--- src/rtl/learn_note_feeder_pkg.sv ---
// Shared definitions for the learn-mode note feeder and the falling-note display.
// Holds the song table entry layout, note code encodings, the end-of-song marker,
// the scroll period shared with the display, and the feeder FSM states.
package learn_note_feeder_pkg;

  // vga_clk cycles per scroll tick; the display stage uses the same value.
  localparam int PERIOD_DEFAULT = 100000;

  // A table entry of all zeros terminates a song.
  localparam logic [15:0] END_ENTRY = 16'h0000;

  typedef enum logic [2:0] {
    NOTE_REST = 3'd0,
    NOTE_C    = 3'd1,
    NOTE_D    = 3'd2,
    NOTE_E    = 3'd3,
    NOTE_F    = 3'd4,
    NOTE_G    = 3'd5,
    NOTE_A    = 3'd6,
    NOTE_B    = 3'd7
  } note_code_e;

  // Song table entry: [15:13] note code, [12:11] octave shift, [10:8] reserved, [7:0] rows.
  typedef struct packed {
    logic [2:0] code;
    logic [1:0] shift;
    logic [2:0] rsvd;
    logic [7:0] rows;
  } entry_t;

  typedef enum logic [2:0] {
    ST_IDLE,
    ST_FETCH,
    ST_LOAD,
    ST_PLAY,
    ST_GAP,
    ST_DRAIN,
    ST_DONE
  } state_e;

  // Note code to one-hot display row: C -> bit 0 .. B -> bit 6; rest -> no bits.
  function automatic logic [7:0] code_to_onehot(input logic [2:0] code);
    if (code == NOTE_REST) return 8'd0;
    return 8'd1 << (code - 3'd1);
  endfunction

endpackage

--- src/rtl/learn_scroll_tick.sv ---
// Scroll tick generator shared by the feeder and the display.
// Ports:
//   vga_clk  in   pixel clock
//   rst_n    in   asynchronous, active-low reset
//   rd_flag  out  high for the one cycle following the last count of each period
module learn_scroll_tick
  import learn_note_feeder_pkg::*;
#(
  parameter int PERIOD = PERIOD_DEFAULT
) (
  input  logic vga_clk,
  input  logic rst_n,
  output logic rd_flag
);

  localparam int CNT_W = (PERIOD > 1) ? $clog2(PERIOD) : 1;

  logic [CNT_W-1:0] cnt;
  logic             at_end;

  assign at_end = (cnt == CNT_W'(PERIOD - 1));

  // NOTE: sequential state is updated with non-blocking assignments so every
  // register samples the pre-edge values of the others, independent of order.
  always_ff @(posedge vga_clk or negedge rst_n) begin
    if (!rst_n) begin
      cnt     <= '0;
      rd_flag <= 1'b0;
    end else begin
      cnt     <= at_end ? '0 : cnt + 1'b1;
      rd_flag <= at_end;
    end
  end

endmodule

--- src/rtl/learn_note_feeder.sv ---
// Learn-mode note feeder: walks a song table and expands each entry into a
// row-by-row one-hot note stream for the falling-note display. The stream only
// advances on scroll ticks where the player's keys match the display bottom row.
// Ports:
//   vga_clk       in   pixel clock
//   rst_n         in   asynchronous, active-low reset
//   start         in   pulse: begin song at song_base (accepted in IDLE/DONE only)
//   song_base     in   first table address of the song
//   key           in   player keys, key[7]=C .. key[1]=B
//   vga_bottom    in   display bottom row {note7..note0, shift}
//   rom_addr      out  song table address (synchronous ROM, 1-cycle read)
//   rom_data      in   song table entry
//   note          out  one-hot row, note[0]=C .. note[6]=B
//   shift         out  octave shift of the current entry
//   output_ready  out  song active
//   busy          out  high from start until DONE
//   done          out  high in DONE until the next start
//   note_idx      out  entries completed, saturating
module learn_note_feeder
  import learn_note_feeder_pkg::*;
#(
  parameter int PERIOD     = PERIOD_DEFAULT,
  parameter int GAP_ROWS   = 1,
  parameter int DRAIN_ROWS = 26,
  parameter int ADDR_W     = 8
) (
  input  logic              vga_clk,
  input  logic              rst_n,
  input  logic              start,
  input  logic [ADDR_W-1:0] song_base,
  input  logic [7:0]        key,
  input  logic [9:0]        vga_bottom,
  output logic [ADDR_W-1:0] rom_addr,
  input  logic [15:0]       rom_data,
  output logic [7:0]        note,
  output logic [1:0]        shift,
  output logic              output_ready,
  output logic              busy,
  output logic              done,
  output logic [7:0]        note_idx
);

  state_e            state, state_d;
  logic [7:0]        rows_left, rows_left_d;
  logic [ADDR_W-1:0] rom_addr_d;
  logic [7:0]        note_d, note_idx_d;
  logic [1:0]        shift_d;
  logic              ready_d, busy_d, done_d;
  logic              rd_flag, adv;
  entry_t            entry;
  logic              unused_bits;

  learn_scroll_tick #(.PERIOD(PERIOD)) u_tick (
    .vga_clk (vga_clk),
    .rst_n   (rst_n),
    .rd_flag (rd_flag)
  );

  assign entry = entry_t'(rom_data);

  // Key order is reversed relative to the display row: key[7]=C sits opposite note0.
  assign adv = rd_flag &&
               (vga_bottom[8:2] == {key[1], key[2], key[3], key[4], key[5], key[6], key[7]});

  assign unused_bits = ^{vga_bottom[9], vga_bottom[1:0], key[0], entry.rsvd};

  // NOTE: every variable gets a default before the case so no path leaves one
  // unassigned, which would otherwise infer a latch.
  always_comb begin
    state_d     = state;
    rows_left_d = rows_left;
    rom_addr_d  = rom_addr;
    note_d      = note;
    shift_d     = shift;
    ready_d     = output_ready;
    busy_d      = busy;
    done_d      = done;
    note_idx_d  = note_idx;

    case (state)
      ST_IDLE, ST_DONE: begin
        if (start) begin
          rom_addr_d = song_base;
          busy_d     = 1'b1;
          done_d     = 1'b0;
          note_idx_d = 8'd0;
          state_d    = ST_FETCH;
        end
      end

      ST_FETCH: state_d = ST_LOAD;

      ST_LOAD: begin
        ready_d = 1'b1;
        if (rom_data == END_ENTRY) begin
          note_d      = 8'd0;
          shift_d     = 2'd0;
          rows_left_d = 8'(DRAIN_ROWS);
          state_d     = ST_DRAIN;
        end else begin
          note_d      = code_to_onehot(entry.code);
          shift_d     = entry.shift;
          rows_left_d = (entry.rows == 8'd0) ? 8'd1 : entry.rows;
          state_d     = ST_PLAY;
        end
      end

      ST_PLAY: begin
        if (adv) begin
          if (rows_left <= 8'd1) begin
            // Last row consumed: the address bump here doubles as the prefetch,
            // so the next entry sits on rom_data long before the gap ends.
            note_d     = 8'd0;
            rom_addr_d = rom_addr + 1'b1;
            if (note_idx != 8'hFF) note_idx_d = note_idx + 8'd1;
            if (GAP_ROWS == 0) begin
              state_d = ST_FETCH;
            end else begin
              rows_left_d = 8'(GAP_ROWS);
              state_d     = ST_GAP;
            end
          end else begin
            rows_left_d = rows_left - 8'd1;
          end
        end
      end

      ST_GAP: begin
        if (adv) begin
          if (rows_left <= 8'd1) state_d = ST_LOAD;
          else                   rows_left_d = rows_left - 8'd1;
        end
      end

      ST_DRAIN: begin
        if (adv) begin
          if (rows_left <= 8'd1) begin
            rows_left_d = 8'd0;
            ready_d     = 1'b0;
            busy_d      = 1'b0;
            done_d      = 1'b1;
            state_d     = ST_DONE;
          end else begin
            rows_left_d = rows_left - 8'd1;
          end
        end
      end

      default: state_d = ST_IDLE;
    endcase
  end

  always_ff @(posedge vga_clk or negedge rst_n) begin
    if (!rst_n) begin
      state        <= ST_IDLE;
      rows_left    <= 8'd0;
      rom_addr     <= '0;
      note         <= 8'd0;
      shift        <= 2'd0;
      output_ready <= 1'b0;
      busy         <= 1'b0;
      done         <= 1'b0;
      note_idx     <= 8'd0;
    end else begin
      state        <= state_d;
      rows_left    <= rows_left_d;
      rom_addr     <= rom_addr_d;
      note         <= note_d;
      shift        <= shift_d;
      output_ready <= ready_d;
      busy         <= busy_d;
      done         <= done_d;
      note_idx     <= note_idx_d;
    end
  end

endmodule

--- config.mk ---
export PLATFORM = sky130hd
export DESIGN_NAME = learn_note_feeder
export DESIGN_NICKNAME = d
export VERILOG_FILES = /design/src/rtl/learn_note_feeder_pkg.sv /design/src/rtl/learn_scroll_tick.sv /design/src/rtl/learn_note_feeder.sv
export SDC_FILE = /design/constraint.sdc
export NUM_CORES = 1
export LEC_CHECK = 0
export CAP_MARGIN = 5
export CELL_PAD_IN_SITES_DETAIL_PLACEMENT = 1
export CELL_PAD_IN_SITES_GLOBAL_PLACEMENT = 2
export CORE_UTILIZATION = 33
export DETAILED_ROUTE_END_ITERATION = 8
export PLACE_DENSITY = 0.89
export SYNTH_ARGS = -nofsm -noshare
export SYNTH_HDL_FRONTEND = slang
export SYNTH_SLANG_ARGS = --single-unit
--- constraint.sdc ---
create_clock -name vga_clk -period 4.35 [get_ports vga_clk]
set_clock_uncertainty 0.05 [all_clocks]
set_input_delay 1.305 -clock vga_clk [delete_from_list [all_inputs] [get_ports vga_clk]]
set_output_delay 1.305 -clock vga_clk [all_outputs]
set_load 0.01 [all_outputs]
==> flow_summary.yaml <==
status:
  outcome: "finished, final reports clean"
grt:
  grt_pass1_wl_um: 15700
  grt_max_degree: 47
  grt_pass1_vias: 3252
  antenna_found_initial: 0
  track_usage_pct: 17.9
  globalRouteOverflowTotal: 0
logic_synthesis:
  synth_ff_type: "dfrtp_1"
  synth-simple-area-share_pct: 23.4
  synth_top_family_by_area: "simple AND/OR/NAND/NOR gates"
  synth_edf_count: 0
  synth_nets: 419
  syn-cell-area_um2: 3410
  synth_compound_area_share_pct: 18.1
  synth_top_area_share_pct: 42.6
  syn_inst: 367
  synthTopCellsByArea: "dfrtp_1 (43%), xnor2_1 (3.9%), nand3_1 (3.8%), nor2_1 (3.3%), nand2_1 (3.2%)"
  async_reset_ff_share_pct: 100
  synth_mux_area_share_pct: 3.23
  ys_warn_count: 0
  synth_xor_area_share_pct: 5.65
  yosysSeqAreaShare_pct: 42.6
  synthAdderAreaFrac_pct: 2.57
  syn_area_per_cell_um2: 9.29
  synth_cell_types: 55
  synth_top_area_cell: "dfrtp_1"
  ys_ff_latch: 58
clock_network:
  clk_path_buf_depth: 2
  hold_buffers: 0
  root_buffer: "clkbuf_8"
  htree_levels: 3
  postCtsSetupBuffers: 0
  cts_buffers: 9
  clkTransAtPathRegs_ns: 0.07
  clock_latency_ns: 0.33
  cts_resized: 0
  clock-sinks: 58
  cts_tree: "done"
floorplanning:
  dieArea_um2: 10700
  core_um2: 9910
  fp.dieH_um: 104
  start_util_pct: 34.4
  ios: 74
  num_rows: 36
  die_w_um: 104
route:
  totalWireLength_um: 9280
  ant_nets: 0
  via_per_inst: 5.40
  dr.pass1.iters: 4
  vias: 3097
  post-route-drc-count: 0
  wl_per_cell_um: 16.2
  initialDrtViolationCount: 108
timing:
  slew_headroom_pct: 27.7
  period_share_pct: 78.2
  slew_viol_final: 0
  fin_setup_tns_ns: 0
  rsz0062_at_grt: "no"
  hold_viol_final: 0
  finalSetupViolations: 0
  fin_crit_ns: 3.40
  tightest_slew_ns: 1.08
  clock.fmax_mhz: 294
worst_setup_path:
  cp_max_fo: 12
  critPathKind: "in -> reg"
  r2r-start: "rows_left[0]"
  cp-end-kind: "flop"
  cp.arrival_ns: 3.61
  r2r_cells: 7
  cp-start-kind: "primary input"
  required_ns: 4.55
  worstSetupStartpoint: "start"
min_path:
  worstHoldPathCells: 1
  hold_start: "note[7]"
  holdCritPathClass: "reg -> reg"
pwr:
  leakagePower_uw: 0.00183
  ir_worst_vdd_mv: 0.208
  powerDensity_nw_per_um2: 590
placed_design:
  dpl.hpwl_um: 6840
  place.gp.congestion: 0.820
  port_buffers: 69
  placedCellCount: 557
cells_and_area:
  instances_no_fill: 573
  antenna_cells: 0
  num-nets-final: 487
  fillerInstances: 1160
  syn2layout_area_growth_pct: 29.0
  drive_above_1_share_pct: 8.41
job:
  max_cap_viol_count: 0
[state kept, by name, indices dropped and copies added (netlist names)]
name and flops:
note_idx 8, rom_addr 8, output_ready 1, u_tick.rd_flag 1, done 1, busy 1
state 3, shift 2, note 8, rows_left 8, u_tick.cnt 17
[kinds of logic (layout without fill, tap and decap cells)]
logic type,Yosys count,after routing
compound gates,90,90
xor+xnor,22,22
buf+inv,30,103
mux,10,10
flops,58,58
fa+ha+maj,7,7
simple gates,150,150
[cell usage after synthesis (2+ instances only)]
library cell	n
or2_2	3
o21ai_0	19
mux2_2	8
nand2_1	29
buf_6	4
a32oi_1	3
nand3b_1	2
mux2i_1	2
o22ai_1	8
and3_1	8
nand2b_1	5
a211oi_1	5
ha_1	7
nor4_4	2
nor2b_1	3
o221ai_1	3
a22oi_1	6
or4_1	3
buf_2	2
nand4_1	4
a21o_1	4
nor4_1	12
or3_1	3
o31ai_1	6
nor2_1	30
nor3_1	11
o211ai_1	2
buf_4	2
a31oi_1	5
nand3_1	26
xnor2_1	15
inv_1	16
xor2_1	7
dfrtp_1	58
and4_1	3
a21oi_1	16
o31a_1	2
clkbuf_1	6
[path summary, 6_finish.rpt]
path / end / slack [ns]
worst max-delay path: note_idx[6] / 0.95
worst min-delay path: note[7] / 0.44
worst max register to register: rows_left[3] / 1.72
worst min register to register: note[7] / 0.44
max in group asynchronous: u_tick.cnt[11] / 2.32
min in group asynchronous: note_idx[6] / 1.14
[cell type report]
type	count	area (um^2)	share of cell area, %
Tap cell	133	166	3.78
Clock buffer	12	165	3.76
Multi-Input combinational cell	279	1810	41.1
Inverter	16	60.1	1.37
Timing Repair Buffer	71	701	15.9
Clock inverter	4	48.8	1.11
Sequential cell	58	1450	33.0
[worst max-delay path, stage by stage]
cell and delay (ns):
clkdlybuf4s50_1 0.56, nor2b_1 0.35, and3_1 0.52, o22ai_4 0.21, or4_1 0.50, a21oi_1 0.15
[per-layer routing]
metal,wire length (um),global-route usage (%),vias up
li1,-,-,1500
met2,4410,30.0,64
met5,0,0,-
met3,309,2.77,8
met4,59,4.87,0
met1,4510,23.9,1525
[metrics by stage]
step | hold slack (ns) | setup WS (ns) | total power [uW] | cell area (um^2) | util (%)
CTS | 0.448 | 0.973 | 2620 | 4400 | 44.4
floorplan | 0.405 | 1.48 | 1670 | 3410 | -
detailed placement | 0.420 | 0.638 | 2070 | 4180 | 42.2
finish | 0.440 | 0.946 | 2590 | 4400 | 44.4
global placement | 0.429 | 0.649 | 2040 | 4180 | 42.2
global route | 0.464 | 0.840 | 2780 | 4400 | 44.4
[cells in the final DEF (no fill, tap or decap), types with 5 or more instances in the layout]
master / n
a21oi_1: 16
clkdlybuf4s50_1: 68
nor4_1: 12
o22ai_1: 8
a22oi_1: 6
o21ai_0: 19
clkbuf_8: 12
dfrtp_1: 58
a211oi_1: 5
ha_1: 7
nor3_1: 11
o31ai_1: 6
and3_1: 8
nor2_1: 30
nand2b_1: 5
xnor2_1: 15
a31oi_1: 5
xor2_1: 7
inv_1: 16
mux2_2: 8
nand2_1: 29
nand3_1: 26
[where the power goes]
group / internal (uW) / total, uW / switching [uW]
sequential: 679 / 866 / 187
combinational: 539 / 1200 / 661
clock: 311 / 527 / 216
total: 1530 / 2590 / 1060
No activity file was read; power rests on OpenSTA's default activity.
